[src/rtl/store_write_port.sv]
// store_write_port: drains one store-buffer entry at a time onto a
// single-beat AXI write (AW/W/B), holding cache_is_busy until B returns.
// Also tracks completed stores and the first erroring store address.
module store_write_port #(
  parameter int CNT_W = 16
) (
  input  logic             clk,
  input  logic             rst_,
  input  logic             in_store_en,
  input  logic [31:0]      in_store_addr,
  input  logic [31:0]      in_store_data,
  input  logic [3:0]       in_store_rwen,
  input  logic             in_store_uncache,
  input  logic             in_store_rw,
  output logic             cache_is_busy,
  output logic             awvalid,
  input  logic             awready,
  output logic [31:0]      awaddr,
  output logic [2:0]       awsize,
  output logic [3:0]       awcache,
  output logic             wvalid,
  input  logic             wready,
  output logic [31:0]      wdata,
  output logic [3:0]       wstrb,
  output logic             wlast,
  input  logic             bvalid,
  output logic             bready,
  input  logic [1:0]       bresp,
  input  logic             err_clr,
  output logic             store_error,
  output logic [31:0]      store_err_addr,
  output logic [CNT_W-1:0] store_done_cnt,
  output logic             port_idle
);

  typedef enum logic [1:0] {IDLE, ADDR_DATA, RESP} state_t;

  state_t      state, state_nxt;
  logic [31:0] addr_q, data_q;
  logic [3:0]  rwen_q;
  logic        uncache_q;
  logic        accept, aw_hs, w_hs, b_hs, ad_done, new_err;

  // Only real writes with at least one byte lane enabled are taken;
  // everything else slides past while we are not busy.
  assign accept  = (state == IDLE) && !cache_is_busy && in_store_en &&
                   in_store_rw && (in_store_rwen != 4'b0000);
  assign aw_hs   = awvalid & awready;
  assign w_hs    = wvalid & wready;
  assign b_hs    = bvalid & bready;
  // Both channels have retired once their valids have dropped.
  assign ad_done = !awvalid && !wvalid;
  // A fresh error is captured if none is held, or if the held one is
  // being cleared on this same edge (the new error wins).
  assign new_err = b_hs && (bresp != 2'b00) && (!store_error || err_clr);

  assign awaddr    = addr_q;
  assign wdata     = data_q;
  assign wstrb     = rwen_q;
  assign wlast     = wvalid;
  assign awcache   = uncache_q ? 4'b0000 : 4'b1111;
  assign port_idle = (state == IDLE) && !cache_is_busy;

  // Transfer size derived from the byte-enable pattern.
  always_comb begin
    awsize = 3'd2;
    case (rwen_q)
      4'b1111:                            awsize = 3'd2;
      4'b0011, 4'b1100:                   awsize = 3'd1;
      4'b0001, 4'b0010, 4'b0100, 4'b1000: awsize = 3'd0;
      default:                            awsize = 3'd2;
    endcase
  end

  // State register.
  always_ff @(posedge clk or negedge rst_) begin
    if (!rst_) state <= IDLE;
    else       state <= state_nxt;
  end

  // Next-state logic.
  always_comb begin
    state_nxt = state;
    case (state)
      IDLE:      if (accept)  state_nxt = ADDR_DATA;
      ADDR_DATA: if (ad_done) state_nxt = RESP;
      RESP:      if (b_hs)    state_nxt = IDLE;
      default:                state_nxt = IDLE;
    endcase
  end

  // Payload capture and handshake control; payload only moves on accept,
  // so AW/W stay stable while their valids wait for ready.
  always_ff @(posedge clk or negedge rst_) begin
    if (!rst_) begin
      addr_q        <= '0;
      data_q        <= '0;
      rwen_q        <= '0;
      uncache_q     <= 1'b0;
      cache_is_busy <= 1'b0;
      awvalid       <= 1'b0;
      wvalid        <= 1'b0;
      bready        <= 1'b0;
    end else begin
      if (accept) begin
        addr_q    <= in_store_addr;
        data_q    <= in_store_data;
        rwen_q    <= in_store_rwen;
        uncache_q <= in_store_uncache;
      end
      if (accept)    cache_is_busy <= 1'b1;
      else if (b_hs) cache_is_busy <= 1'b0;
      if (accept)     awvalid <= 1'b1;
      else if (aw_hs) awvalid <= 1'b0;
      if (accept)    wvalid <= 1'b1;
      else if (w_hs) wvalid <= 1'b0;
      if (state == ADDR_DATA && ad_done) bready <= 1'b1;
      else if (b_hs)                     bready <= 1'b0;
    end
  end

  // Completion counter and sticky error capture.
  always_ff @(posedge clk or negedge rst_) begin
    if (!rst_) begin
      store_done_cnt <= '0;
      store_error    <= 1'b0;
      store_err_addr <= '0;
    end else begin
      if (b_hs) store_done_cnt <= store_done_cnt + CNT_W'(1);
      if (new_err) begin
        store_error    <= 1'b1;
        store_err_addr <= addr_q;
      end else if (err_clr) begin
        store_error    <= 1'b0;
        store_err_addr <= '0;
      end
    end
  end

endmodule
[config.mk]
export PLATFORM = sky130hd
export DESIGN_NAME = store_write_port
export DESIGN_NICKNAME = d
export VERILOG_FILES = /design/src/rtl/store_write_port.sv
export SDC_FILE = /design/constraint.sdc
export NUM_CORES = 1
export LEC_CHECK = 0
export CORE_ASPECT_RATIO = 0.6
export CORE_MARGIN = 2
export CORE_UTILIZATION = 47
export DETAILED_ROUTE_END_ITERATION = 10
export GPL_ROUTABILITY_DRIVEN = 1
export PLACE_DENSITY = 0.95
export SETUP_SLACK_MARGIN = 0.3
export SLEW_MARGIN = 20
export SYNTH_ARGS = -nofsm -noshare
export SYNTH_HDL_FRONTEND = slang
export SYNTH_SLANG_ARGS = --single-unit
[constraint.sdc]
create_clock -name clk -period 3.5 [get_ports clk]
set_input_delay 0.875 -clock clk [delete_from_list [all_inputs] [get_ports clk]]
set_output_delay 0.875 -clock clk [all_outputs]
set_load 0.02 [all_outputs]
# Word-level counts from Yosys, hierarchy flattened
# Cells that the tools add are included.
[op_classes]
n_addsub = 1
multipliers = 0
div = 0
n_lt_le_gt_ge = 0
eq_ne = 11
shift = 0
n_mux = 17
bitwise_logic = 3
n_reduce_logical = 24
[op_table]
columns = ["op", "n"]
rows = [
  ["$mux W32", 2],
  ["$add A16 B1 Y16 const B", 1],
  ["$reduce_bool A2 Y1", 6],
  ["$mux W1", 9],
  ["$eq A4 B2 Y1 const B", 2],
  ["$eq A4 B4 Y1 const B", 2],
  ["$logic_and A1 B1 Y1", 8],
  ["$mux W2", 3],
  ["$ne A2 B2 Y1 const B", 3],
  ["$pmux W2 S3", 1],
  ["$eq A4 B1 Y1 const B", 1],
  ["$eq A4 B3 Y1 const B", 1],
  ["$logic_not A1 Y1", 4],
  ["$mux W4", 1],
  ["$pmux W2 S2", 1],
  ["$reduce_bool A4 Y1", 1],
  ["$reduce_or A4 Y1", 1],
  ["$and A1 B1 Y1", 3],
  ["$reduce_and A3 Y1", 1],
  ["$eq A2 B1 Y1 const B", 1],
  ["$eq A2 B2 Y1 const B", 1],
  ["$logic_not A2 Y1", 1],
  ["$reduce_or A2 Y1", 1],
  ["$logic_or A1 B1 Y1", 1],
]
[word_totals]
reg_bits = 124
latch_bits = 0
ram_bits = 0
rom_bits = 0
output_inout_bits = 130
word_cells = 68
memories = 0

# Longest topological paths before layout
[depth]
word_depth = 7
depth_mapped = 6

# Worst setup path before layout
# No wires, ideal clock.
[synth_timing]
kind = "input-to-reg"
from = "input in_store_rwen[1]"
to = "register addr_q[0], in the netlist awaddr[0]"
arrival_ps = 2162
setup_slack_ps = 1213
path_stages = 5
path_buffers = 2
path_cell_list = "or4_1 > and4_4 > buf_8 > buf_12 > mux2_4"
[synth_between]
elab_chain_cells = 2
[synth_lines]
columns = ["item", "line_no", "rtl"]
rows = [
  ["from (decl)", "12", "input logic [3:0] in_store_rwen,"],
  ["$reduce_bool A4 Y1", "47", "in_store_rw && (in_store_rwen != 4'b0000);"],
  ["$logic_and A1 B1 Y1", "47", ""],
  ["to (signal assigned)", "106", "addr_q <= in_store_addr;"],
  ["to (decl)", "39", "logic [31:0] addr_q, data_q;"],
]
# Every way passes these cells.
# A chain may end at the register's enable or synchronous reset.

# Worst setup path after layout
[layout_timing]
from = "register state[0]"
to = "output port_idle"
[layout_between]
elab_chain_cells = 2
[layout_lines]
columns = ["item", "line_no", "rtl"]
rows = [
  ["from (decl)", "38", "state_t state, state_nxt;"],
  ["from (signal assigned)", "78", "else state <= state_nxt;"],
  ["$logic_not A2 Y1", "62", "assign port_idle = (state == IDLE) && !cache_is_busy;"],
  ["$logic_and A1 B1 Y1", "62", ""],
  ["to (decl)", "33", "output logic port_idle"],
]
# Every way passes these cells.

==> impl_metrics.env <==
export IMPL_status="finished, final reports clean"
export IMPL_cp_slowest_cell="clkdlybuf4s50_1"
export IMPL_regArea_sq_um=3100
export IMPL_initial_core_util_pct=48.9
export IMPL_slew_violations=0
export IMPL_drive_gt1_share_pct=17.9
export IMPL_h_tree_depth=4
export IMPL_dieWidth_microns=140
export IMPL_synth_fp_nets=467
export IMPL_yosysSeqAreaShare_pct=59.5
export IMPL_syn_inst=387
export IMPL_crit_buf_inv=1
export IMPL_worstSetupStartpointType="register"
export IMPL_p_per_area_nw_per_um2=895
export IMPL_gp_congestion=0.872
export IMPL_worst_clock_skew_ns=0.0113
export IMPL_grt_max_degree=56
export IMPL_antenna_cells=0
export IMPL_yosys_area_top_type_share_pct=59.5
export IMPL_core_sq_um=10700
export IMPL_cts_resized_gates=0
export IMPL_drc=0
export IMPL_p_leak_nw=3.57
export IMPL_drt_iter0_drc=137
export IMPL_final_setup_tns_ns=0
export IMPL_rsz0062_at_grt="no"
export IMPL_ys_warn_count=0
export IMPL_drv_cap=0
export IMPL_post_cts_buffers=0
export IMPL_synth_edf_count=0
export IMPL_path_cells="nor3_1 > clkdlybuf4s50_1"
export IMPL_cts_buffers=17
export IMPL_crit_family="buffers and inverters"
export IMPL_cts_buffer_depth=2
export IMPL_setup_ws_ns=0.770
export IMPL_syn_area_sq_um=5210
export IMPL_hold_viol_final=0
export IMPL_worstSetupPathType="reg2out"
export IMPL_crit_required_ns=2.62
export IMPL_place_ws_ns=0.532
export IMPL_vias=3867
export IMPL_hpwl_microns=9810
export IMPL_hold_class="in2async"
export IMPL_hold_ws_ns=0.408
export IMPL_path_max_fanout=3
export IMPL_final_antenna_net_count=0
export IMPL_clock_sinks=124
export IMPL_die_area_sq_um=12000
export IMPL_grt_pass1_vias=4023
export IMPL_wl_microns=13800
export IMPL_synthTopCellsByCount="124 x dfrtp_1, 73 x nand2_1, 54 x mux2_4"
export IMPL_clk_insertion_delay_late_ns=0.40
export IMPL_grt_pass1_wl_microns=21800
export IMPL_dieHeight_microns=85.6
export IMPL_ys_flop_type="dfrtp_1"
export IMPL_min_period_ns=2.73
export IMPL_antenna_found_initial=0
export IMPL_syn_area_per_cell_sq_um=13.5
export IMPL_track_usage_pct=23.3
export IMPL_combPwrFrac_pct=41.8
export IMPL_synth_cell_types=30
export IMPL_p_sw_mw=2.39
export IMPL_fin_crit_sh_pct=78.0
export IMPL_ys_ff_latch=124
export IMPL_p_clk_share_pct=24.8
export IMPL_fmax_ghz=0.366
export IMPL_area_growth_pct=51.9
export IMPL_setup_viol=0
export IMPL_drtPass1Iterations=4
export IMPL_fin_nets=675
export IMPL_internal_power_mw=4.71
export IMPL_switching_share_pct=33.7
export IMPL_tightest_slew_ns=0.500
export IMPL_cts_root_buf="clkbuf_16"
export IMPL_io_buffers=207
export IMPL_grt_overflow_total=0
export IMPL_arrival_ns=1.85
export IMPL_cts_tree="built"
export IMPL_viasPerCell=5.18
export IMPL_async_flop_share_pct=100
export IMPL_holdBufCountCts=0
export IMPL_routedWlPerCell_microns=18.4
export IMPL_synthTopCellsByArea="dfrtp_1 60%, mux2_4 16%, nand2_1 5.3%"
export IMPL_vdd_drop_max_v=0.000766
export IMPL_pin_count=209
export IMPL_cp_end_kind="output port"
export IMPL_synth_top_cell_by_area="dfrtp_1"
export IMPL_clk_pin_slew_ns=0.06
export IMPL_yosysMostFrequentCell="dfrtp_1"
export IMPL_multi_input_area_sq_um=1870
export IMPL_rows=29
export IMPL_max_stage_delay_ns=0.70
export IMPL_maxSlewHeadroom_pct=66.7
export IMPL_fillCellCount=681
export IMPL_seqPwrFrac_pct=33.4
logic make-up (layout without fill, tap and decap cells):
| logic type | after synthesis | in the layout | share of synthesized area [%] |
|---|---|---|---|
| and+or+nand+nor | 102 | 102 | 8.30 |
| buffers and inverters | 33 | 254 | 4.68 |
| DFF | 124 | 124 | 59.5 |
| adders and majority gates | 1 | 1 | 0.240 |
| other | 1 | 1 | 0.0719 |
| AOI/OAI and AO/OA | 41 | 41 | 5.71 |
| xor gates and xnor gates | 16 | 16 | 2.69 |
| muxes | 69 | 69 | 18.8 |
registers in the layout, summed over array words and instances, names as in the netlist:
register,flops
uncache_q,1
wlast,1
wstrb,4
awaddr,32
store_err_addr,32
cache_is_busy,1
wdata,32
store_done_cnt,16
bready,1
state,2
awvalid,1
store_error,1
power groups by stage:
| stage | Sequential [mW] | Combinational [mW] | Clock (mW) |
|---|---|---|---|
| global placement | 2.34 | 2.91 | 0 |
| global route | 2.44 | 3.10 | 1.85 |
| detailed placement | 2.37 | 2.97 | 0 |
| finish | 2.37 | 2.96 | 1.76 |
| CTS | 2.36 | 2.99 | 1.78 |
| floorplan | 2.90 | 1.00 | 0 |
layout by cell type, fill, tap and decap left out:
master | netlist | routed
nor2_1 | 7 | 7
clkinvlp_4 | 0 | 2
clkdlybuf4s50_1 | 0 | 206
and4_4 | 1 | 1
o211ai_1 | 33 | 33
inv_6 | 0 | 1
clkbuf_16 | 0 | 17
nand3b_1 | 1 | 1
inv_1 | 7 | 7
buf_12 | 5 | 2
or4_1 | 1 | 1
clkbuf_8 | 0 | 1
xor2_1 | 3 | 3
mux2_2 | 15 | 15
clkinv_2 | 0 | 4
nand3_1 | 7 | 7
buf_4 | 5 | 7
or3_1 | 1 | 1
ha_1 | 1 | 1
nor3_1 | 3 | 3
a21oi_2 | 0 | 1
o21ai_0 | 3 | 3
clkbuf_1 | 13 | 3
nand4_1 | 5 | 5
nand2_1 | 73 | 73
clkinv_4 | 0 | 1
nand2b_1 | 1 | 1
mux2_4 | 54 | 54
conb_1 | 1 | 1
a21o_1 | 3 | 3
bufinv_16 | 0 | 3
and3_1 | 2 | 2
o21bai_1 | 1 | 1
xnor2_1 | 13 | 13
dfrtp_1 | 124 | 124
path summary, 6_finish.rpt:
check	start	slack, ns	end	cells after the start
max reg2reg	state[0]	1.25	awaddr[15]	4
min reg2reg	store_done_cnt[15]	0.47	store_done_cnt[15]	1
max	state[0]	0.77	port_idle	2
min	rst_	0.41	awaddr[4]	1
min in group clk	store_done_cnt[15]	0.47	store_done_cnt[15]	1
max in group asynchronous	rst_	2.22	store_err_addr[14]	2
cell type report:
cell class / count / share of cell area (%)
Clock buffer: 21 / 5.69
Clock inverter: 11 / 1.80
Inverter: 7 / 0.332
Multi-Input combinational cell: 230 / 23.6
Sequential cell: 124 / 39.2
Tap cell: 139 / 2.20
Timing Repair Buffer: 215 / 27.2
worst reg2reg max path: cells and delay by family, from the launching register on:
| kind | cells | cell delay [ns] |
|---|---|---|
| DFF | 1 | 0.38 |
| buffers and inverters | 1 | 0.40 |
| and+or+nand+nor | 2 | 1.01 |
| muxes | 1 | 0.34 |
layer usage:
layer  share of wire, %  global-route usage [%]  wire length (microns)  vias up
li1                   -                       -                      -     1747
met1                 44                    31.2                   6120     1947
met2                 48                    38.0                   6580      163
met3                6.9                    6.37                    952       10
met4               0.79                    6.55                    109        0
met5                  0                       0                      0        -
per-stage QoR:
step                      std cells  area [sq um]  utilization [%]  power [mW]
after floorplan                 387          5210                -        3.91
after global placement          715          7330             68.7        5.25
after detailed placement        715          7330             68.7        5.34
after CTS                       747          7920             74.3        7.14
after global routing            747          7920             74.3        7.39
final                           747          7920             74.3        7.09
Power figures use the tool's default switching activity.
